$ cat config.mk
export PLATFORM = sky130hd
export DESIGN_NAME = operand_fetch
export DESIGN_NICKNAME = d
export VERILOG_FILES = /design/src/rtl/operand_fetch_pkg.sv /design/src/rtl/operand_fetch_scoreboard.sv /design/src/rtl/operand_fetch.sv
export SDC_FILE = /design/constraint.sdc
export NUM_CORES = 1
export LEC_CHECK = 0
export CAP_MARGIN = 10
export CORE_UTILIZATION = 44
export CTS_BUF_LIST = sky130_fd_sc_hd__clkbuf_16
export DETAILED_ROUTE_END_ITERATION = 8
export HOLD_SLACK_MARGIN = 0.05
export PLACE_DENSITY = 0.81
export RECOVER_POWER = 100
export SYNTH_ARGS = -nofsm -noshare
export SYNTH_HDL_FRONTEND = slang
export SYNTH_SLANG_ARGS = --single-unit
$ cat constraint.sdc
create_clock -name clk -period 2.7 [get_ports clk]
set_input_delay 0.27 -clock clk [delete_from_list [all_inputs] [get_ports clk]]
set_output_delay 0.27 -clock clk [all_outputs]
set_load 0.02 [all_outputs]
$ cat src/rtl/operand_fetch_pkg.sv
// Shared widths and types for the operand fetch stage and its scoreboard.
// XBUS is the datapath width, R_MSB the register index MSB, R_COUNT the register count.
package operand_fetch_pkg;

  localparam int XBUS    = 32;
  localparam int R_MSB   = 4;
  localparam int R_COUNT = 2 ** (R_MSB + 1);

  typedef logic [R_MSB:0]  reg_idx_t;
  typedef logic [XBUS-1:0] xword_t;

  typedef struct packed {
    xword_t   op1;
    xword_t   op2;
    reg_idx_t rd;
    logic     rd_we;
    xword_t   uop;
  } issue_t;

  // x0 is never tracked, so a write to it creates no pending state.
  function automatic logic tracks_rd(input logic we, input reg_idx_t rd);
    return we && (rd != '0);
  endfunction

endpackage

$ cat src/rtl/operand_fetch_scoreboard.sv
// Per-register busy bits for pending writes; set on issue, cleared on writeback or flush.
// Set wins over clear on the same bit, and register 0 never reads busy.
module operand_fetch_scoreboard
  import operand_fetch_pkg::*;
(
  input  logic           clk,
  input  logic           rst_n,
  input  logic [R_MSB:0] set_addr,
  input  logic           set_en,
  input  logic [R_MSB:0] clr_addr,
  input  logic           clr_en,
  input  logic           flush,
  input  logic [R_MSB:0] rs1_addr,
  input  logic [R_MSB:0] rs2_addr,
  input  logic [R_MSB:0] rd_addr,
  output logic           rs1_busy,
  output logic           rs2_busy,
  output logic           rd_busy
);

  logic [R_COUNT-1:0] busy_q;
  logic [R_COUNT-1:0] busy_d;

  always_comb begin
    busy_d = busy_q;
    if (tracks_rd(clr_en, clr_addr)) busy_d[clr_addr] = 1'b0;
    if (tracks_rd(set_en, set_addr)) busy_d[set_addr] = 1'b1;
    if (flush) busy_d = '0;
    busy_d[0] = 1'b0;
  end

  always_ff @(posedge clk or negedge rst_n) begin
    if (!rst_n) busy_q <= '0;
    else        busy_q <= busy_d;
  end

  assign rs1_busy = busy_q[rs1_addr];
  assign rs2_busy = busy_q[rs2_addr];
  assign rd_busy  = busy_q[rd_addr];

endmodule

$ cat src/rtl/operand_fetch.sv
// Issue stage: reads operands, stalls on RAW/WAW via the scoreboard, and holds one output entry.
// Define OPFETCH_BYPASS_EN to forward same-cycle writeback data into busy sources.
module operand_fetch
  import operand_fetch_pkg::*;
(
  input  logic            clk,
  input  logic            rst_n,
  input  logic            in_valid,
  output logic            in_ready,
  input  logic [R_MSB:0]  in_rs1,
  input  logic [R_MSB:0]  in_rs2,
  input  logic [R_MSB:0]  in_rd,
  input  logic            in_rd_we,
  input  logic [XBUS-1:0] in_uop,
  output logic [R_MSB:0]  rf_rd_addr1,
  output logic [R_MSB:0]  rf_rd_addr2,
  input  logic [XBUS-1:0] rf_rd_data1,
  input  logic [XBUS-1:0] rf_rd_data2,
  input  logic            wb_valid,
  input  logic [R_MSB:0]  wb_addr,
  input  logic [XBUS-1:0] wb_data,
  input  logic            flush,
  output logic            out_valid,
  input  logic            out_ready,
  output logic [XBUS-1:0] out_op1,
  output logic [XBUS-1:0] out_op2,
  output logic [R_MSB:0]  out_rd,
  output logic            out_rd_we,
  output logic [XBUS-1:0] out_uop
);

`ifdef OPFETCH_BYPASS_EN
  localparam logic BYPASS_EN = 1'b1;
`else
  localparam logic BYPASS_EN = 1'b0;
`endif

  logic   rs1_busy, rs2_busy, rd_busy;
  logic   rs1_hit, rs2_hit;
  logic   hazard, accept;
  xword_t op1_sel, op2_sel;
  issue_t out_q, out_d;
  logic   out_valid_q, out_valid_d;

  operand_fetch_scoreboard u_scoreboard (
    .clk      (clk),
    .rst_n    (rst_n),
    .set_addr (in_rd),
    .set_en   (accept && in_rd_we),
    .clr_addr (wb_addr),
    .clr_en   (wb_valid),
    .flush    (flush),
    .rs1_addr (in_rs1),
    .rs2_addr (in_rs2),
    .rd_addr  (in_rd),
    .rs1_busy (rs1_busy),
    .rs2_busy (rs2_busy),
    .rd_busy  (rd_busy)
  );

  assign rf_rd_addr1 = in_rs1;
  assign rf_rd_addr2 = in_rs2;

  // Without bypass the hit terms are constant zero and the mux folds away.
  assign rs1_hit = BYPASS_EN && rs1_busy && wb_valid && (wb_addr == in_rs1);
  assign rs2_hit = BYPASS_EN && rs2_busy && wb_valid && (wb_addr == in_rs2);
  assign op1_sel = rs1_hit ? wb_data : rf_rd_data1;
  assign op2_sel = rs2_hit ? wb_data : rf_rd_data2;

  assign hazard   = (rs1_busy && !rs1_hit) || (rs2_busy && !rs2_hit)
                  || (tracks_rd(in_rd_we, in_rd) && rd_busy);
  assign in_ready = !flush && !hazard && (!out_valid_q || out_ready);
  assign accept   = in_valid && in_ready;

  always_comb begin
    out_valid_d = out_valid_q;
    out_d       = out_q;
    if (flush) begin
      out_valid_d = 1'b0;
    end else if (accept) begin
      out_valid_d = 1'b1;
      out_d       = '{op1: op1_sel, op2: op2_sel, rd: in_rd, rd_we: in_rd_we, uop: in_uop};
    end else if (out_ready) begin
      out_valid_d = 1'b0;
    end
  end

  always_ff @(posedge clk or negedge rst_n) begin
    if (!rst_n) begin
      out_valid_q <= 1'b0;
      out_q       <= '0;
    end else begin
      out_valid_q <= out_valid_d;
      out_q       <= out_d;
    end
  end

  assign out_valid = out_valid_q;
  assign out_op1   = out_q.op1;
  assign out_op2   = out_q.op2;
  assign out_rd    = out_q.rd;
  assign out_rd_we = out_q.rd_we;
  assign out_uop   = out_q.uop;

endmodule

==> results.md <==
* Status: finished, violations left
* Failing checks: design-rule violations, negative setup slack
* Clk root buf: clkbuf_16
* Largest area contributor in the netlist: dfrtp_1
* Slowest-stage cell, CP: mux4_2
* CTS buffer count at 17
* DRT antenna net count at 0
* GRT overflow at 0
* Starting Density at 45.5%
* Area post-placement at 0.00941 sq mm
* FFs w/ async S/R, synth at 100%
* CP delay by family, top: multiplexers
* Crit path largest cell delay at 0.44 ns
* Syn Inst Count at 503
* Library cells used by synthesis at 46
* Synth Warn # at 0
* Max-slew violations at 0
* CTS tree: done
* TritonRoute pass-1 iters at 8
* Reg clk slew, reported paths at 0.06 ns
* RSZ-0062 raised after global routing: true
* Global-route wire length before repair at 32,000 um
* Reg area at 0.00335 sq mm
* FILL cells at 970
* Post-DR wirelength/cell at 21.3 um
* GRT Overall Usage at 26.7%
* Routed WL at 21,100 um
* Crit end category: flop
* Largest net degree at the start of global routing at 72
* Crit path launch type: flop
* Area of the multi-input gates at 0.00325 sq mm
* Final Instance Count excl. Fillers at 990
* WHS at 0.465 ns
* Hold Crit Class: in -> reg
* Routability congestion estimate at 0.955
* H-tree Lvls at 4
* Leakage power at 4.95 nW
* Initial antenna violation count at 0
* Clock latency on the worst-skew pair at 0.41 ns
* IO Pins at 269
* CP Buf/Inv Count at 3
* CTS max path bufs at 2
* Worst vdd ir at 542 uV
* Vias in the first global route at 5,896
* Synthesized cell area at 0.00666 sq mm
* Power per cell area at 658 mW/mm^2
* Max-Cap Viols at 0
* Number of flops mapped to enable cells by yosys at 0
* Setup WS post-layout at -0.108 ns
* Avg Cell Area, Syn at 13.2 sq um
* Fin area at 0.0106 sq mm
* Area growth syn-to-layout at 59.0%
* Post-synth top cells: 134 x dfrtp_1, 74 x mux2_2, 35 x nor2_1
* Fmax at 0.356 GHz
* Setup TNS at -7.19 ns
* Setup WS pre-CTS at -0.645 ns
* Die Span Y at 125 um
* Hpwl dp at 14,300 um
* DRT iter0 DRCs at 386
* Clk sink count at 134
* Arr. time, crit path at 3.11 ns
* Cell Chain, Critical Path: buf_6 > mux4_2 > mux2i_1 > nor3b_1 > nor3_1 > nor4b_4 > and3_4 > buf_8 > clkbuf_16 > mux2_4
* Top_reg_cell synth: dfrtp_1
* Die W at 125 um
* Worst EP required at 3.00 ns
* Nets at 948
* Tcrit/Tclk final at 104%
* Slew HR at 30.1%
* Setup violators final at 103
* Synthesized Nets at 658
* Vias per cell at 5.57
* Synth top area share at 50.4%
* Worst Max-Slew Pin Slew at 1.05 ns
* Std cell rows at 44
* Final Skew at 0.00847 ns
* Top post-synthesis cells by area: dfrtp_1 50%, mux2_2 13%, mux2_4 6.3%
* Share of layout cells above drive strength 1 at 30.0%
* Die area at 0.0156 sq mm
* Placed Cells at 937
* IO buf count at 236
* Antenna cells at 0
* Residual DRC at 26
* Via count at 5,514
* Fin crit period at 2.81 ns
* Final hold violation count at 0
* CORE AREA at 0.0146 sq mm
* CP Class: reg -> reg
* Yosys reg bits at 134
* Register area share after synthesis at 50.4%
* CP max FO at 7
* Most frequent cell after synthesis: dfrtp_1
==> stage by stage <==
step / util, % / total power [mW]
2_1_floorplan: - / 3.51
3_3_place_gp: 64.3 / 4.55
3_5_place_dp: 64.3 / 4.61
4_1_cts: 70.0 / 6.99
5_1_grt: 72.3 / 7.25
6_report: 72.3 / 6.97
==> power breakdown <==
part | switching (mW) | leakage, nW | internal [mW]
Combinational | 0.961 | 3.03 | 1.15
Sequential | 0.192 | 1.65 | 2.34
Clock | 0.887 | 0.275 | 1.44
==> area by class of cell <==
class | instances | area share [%]
inverters | 2 | 0.0709
flip-flops and latches | 134 | 31.7
clock buffers | 17 | 4.02
clock inverters | 15 | 1.52
repair buffers | 315 | 29.9
well taps | 184 | 2.17
multi-input cells | 323 | 30.7
==> cell usage in the layout, fill, tap and decap left out, types with 6 or more instances in the layout <==
| master | netlist | layout |
|---|---|---|
| a21o_1 | 30 | 30 |
| a21oi_1 | 11 | 11 |
| and3_1 | 9 | 8 |
| buf_12 | 4 | 6 |
| buf_4 | 22 | 57 |
| buf_6 | 3 | 7 |
| clkbuf_16 | 0 | 20 |
| clkdlybuf4s50_1 | 0 | 118 |
| dfrtp_1 | 134 | 134 |
| dlygate4sd3_1 | 0 | 113 |
| mux2_2 | 74 | 14 |
| mux2_4 | 28 | 88 |
| mux2i_1 | 18 | 15 |
| mux4_2 | 15 | 15 |
| nand2_1 | 24 | 24 |
| nand3_1 | 6 | 6 |
| nand3b_1 | 8 | 8 |
| nor2_1 | 35 | 35 |
| nor3b_1 | 9 | 8 |
| o211a_1 | 9 | 9 |
| o311a_1 | 8 | 8 |
==> worst register-to-register path, stage by stage (launching register included) <==
cell       delay (ns)
dfrtp_1          0.43
buf_6            0.14
mux4_2           0.44
mux2i_1          0.17
nor3b_1          0.08
nor3_1           0.20
nor4b_4          0.24
and3_4           0.34
buf_8            0.17
clkbuf_16        0.17
mux2_4           0.30
==> cells by family after synthesis <==
logic type / share of synthesized area (%)
muxes: 26.9
DFF: 50.4
and+or+nand+nor: 9.13
AOI/OAI and AO/OA: 8.31
buffers and inverters: 5.26
==> final timing paths <==
kind | from | end | slack [ns] | cells after the start
max | u_scoreboard.busy_q[21]$_DFF_PN0_ | out_uop[7]$_DFFE_PN0P_ | -0.11 | 10
min | in_uop[20] | out_uop[20]$_DFFE_PN0P_ | 0.47 | 2
max reg2reg | u_scoreboard.busy_q[21]$_DFF_PN0_ | out_uop[7]$_DFFE_PN0P_ | -0.11 | 10
min reg2reg | out_op2[29]$_DFFE_PN0P_ | out_op2[29]$_DFFE_PN0P_ | 0.50 | 1
max in group asynchronous | rst_n | out_op2[21]$_DFFE_PN0P_ | 0.48 | 3
min in group asynchronous | rst_n | u_scoreboard.busy_q[16]$_DFF_PN0_ | 0.58 | 2
==> per-layer routing <==
metal / track usage (%) / wire (um) / vias up / share of wire (%)
met5: 0 / 0 / - / 0
met4: 12.3 / 628 / 0 / 3.0
met3: 7.10 / 1550 / 52 / 7.4
met2: 44.1 / 10400 / 292 / 49
met1: 32.9 / 8600 / 2763 / 41
li1: - / - / 2407 / -
==> flip-flops by register name, indices dropped and copies added (netlist names) <==
name                 count
out_valid                1
out_op2                 32
out_rd                   5
out_rd_we                1
out_op1                 32
out_uop                 32
u_scoreboard.busy_q     31
==> repair_timing <==
item | in CTS | in global routing
resized for setup | 24 | 70
pin swaps | 2 | 5
hold buffers | 1 | 0
gates cloned | 3 | 4
hold endpoints to repair | 39 | 0
endpoints found under the setup margin | 102 | 103
setup buffers | 10 | 6
No activity file was read; power rests on OpenSTA's default activity.
==> patch, RTL diff (same flow settings) <==
Build with the macro `OPFETCH_BYPASS_EN` defined.
--- a/src/rtl/operand_fetch.sv
+++ b/src/rtl/operand_fetch.sv
@@ -2,2 +2,4 @@
 // Define OPFETCH_BYPASS_EN to forward same-cycle writeback data into busy sources.
+`define OPFETCH_BYPASS_EN
+
 module operand_fetch
Behaviour: not the same (a bounded check fails within 4 cycles, from zero or initial values and one cycle with rst_n low).
==> patch against the original RTL <==
The flow finishes with violations (capacitance limit, slew limit, setup timing). Routed wire length up 29%. Hold slack worse by 0.0036 ns. Sequential cell count did not move. Largest power group is now combinational logic. Utilization is 3.1 points higher. Highest routed layer unchanged. Cell area is 18% higher. Synthesized area is 12% higher. Total power rose by 18%. Synthesized cell count grew 22%. Clock skew is 0.0017 ns higher. Sequential share of layout area down 4.8 points. Critical endpoint is now out_uop[0]. Setup slack got worse by 0.17 ns. Die area grew 12%. Non-clock buffer count grew 69. Maximum frequency down 5.6%.
==> patch: results (changes against the original RTL) <==
[grt]
grt_pass1_vias = 7172  ; +22%
grt_first_pass_wirelength_um = 39500  ; +23%
grt_max_degree = 63  ; -13%
track_usage_pct = 29.6  ; +2.8 points

[synthesis]
synth.distinct_cells = 42  ; -8.7%
synth_common_cells = mux2_2, dfrtp_1, mux2i_1
syn_nets = 770  ; +17%
avgSynthCellArea_um2 = 12.1  ; -8.4%
yosysSeqAreaShare_pct = 45.0  ; -5.4 points

[outcome]
status = finished, violations left
failed_checks = capacitance limit, slew limit, setup timing

[power]
static-leakage-power_nw = 5.34  ; +7.9%
p_comb_share_pct = 37.4  ; +7.1 points
pg_seq_mw = 2.78  ; +9.4%
internal_power_mw = 5.56  ; +13%
peakVddDrop_mv = 0.446  ; -18%
p_sw_mw = 2.64  ; +30%

[clocking]
post_cts_resized = 76  ; +220%
clkLatencyLatePin_ns = 0.42
post_cts_buffers = 13  ; +3

[placement]
gp_congestion = 0.933  ; -2.3%
io_buffer_count = 268  ; +14%
dpl_cell_area_um2 = 11000  ; +17%
place_hpwl_um = 17400  ; +22%

[hold_path]
min_from = in_uop[31]

[worst_setup_path]
max_stage_delay_ns = 0.61  ; +0.17 ns
cp.arrival_ns = 3.27  ; +0.16 ns
critPathMaxFanout = 8  ; +1
crit_family = buffers and inverters
rrSetupSlack_ns = -0.24  ; -0.13 ns
r2r_start = u_scoreboard.busy_q[18]
slowest_stage = clkdlybuf4s50_1
startpoint = in_rd[1]

[timing]
fin_ws_ns = -0.275  ; -0.167 ns
slew_headroom_pct = -7.80  ; -38 points
setup_viol = 134  ; +30%
clock_skew_ns = 0.0101  ; +0.00168 ns
drv_slew = 63  ; +63

[flow_run]
maxCapViolCount = 1  ; +1

[detailed_routing]
first_pass_iters = 6  ; -2
routed_wl_um = 27200  ; +29%
drt-initial-drc-count = 438  ; +13%
avgViaCountPerCell = 5.72  ; +2.8%

[finish]
fillers = 1068  ; +10%
instances_no_fill = 1196  ; +21%
nNetsFinal = 1118  ; +18%
drive_above_1_share_pct = 37.5  ; +7.5 points

## patch: cell count changes in the layout (fill, tap and decap cells not counted), moves of 18 or more
cell and delta:
o31ai_4 +29, a21o_1 -30, mux2i_1 +20, o21ai_0 +18, nor2b_1 +23, buf_4 +22, mux2_2 +124, mux2_4 -60
nor2_1 -29, clkdlybuf4s50_1 +34
## patch: final timing paths
kind | end
setup reg to reg | out_uop[0]
hold / removal | out_uop[31]
min in group asynchronous | out_uop[15]
max in group asynchronous | out_op2[20]
hold reg to reg | out_uop[29]
setup / recovery | out_uop[0]
## patch: layout make-up
cell class | count | area (um2) | area share [%]
multi-input cells | 425 | 4330 | 34.7
repair buffers | 384 | 3950 | 31.6
flip-flops and latches | 134 | 3350 | 26.8
clock buffers | 17 | 425 | 3.40
well taps | 220 | 275 | 2.20
clock inverters | 15 | 163 | 1.30
inverters | 1 | 3.75 | 0.0300
## patch: kinds of logic (layout without fill, tap and decap cells)
| group | after synthesis | count (layout) | share of synthesized area [%] |
|---|---|---|---|
| mux | 206 | 206 | 32.7 |
| flops | 134 | 134 | 45.0 |
| compound gates | 79 | 79 | 7.08 |
| simple gates | 130 | 130 | 10.2 |
| xor+xnor | 10 | 10 | 1.17 |
| buf+inv | 56 | 417 | 3.86 |
## patch: metrics by stage
stage          setup slack [ns]  hold WS [ns]  TNS [ns]
6_report                 -0.275         0.462    -28.85
4_1_cts                  -0.132         0.429     -8.58
3_3_place_gp             -0.672         0.288    -80.33
5_1_grt                  -0.322         0.459    -41.38
3_5_place_dp             -0.779         0.292    -93.65
2_1_floorplan           0.00605       -0.0256         0
## patch: routing by layer
metal	track usage, %	vias to the layer above	share of wire (%)
li1	-	2945	-
met1	34.3	3367	36
met2	52.2	421	50
met3	8.15	114	8.9
met4	10.7	0	4.7
met5	0	-	0
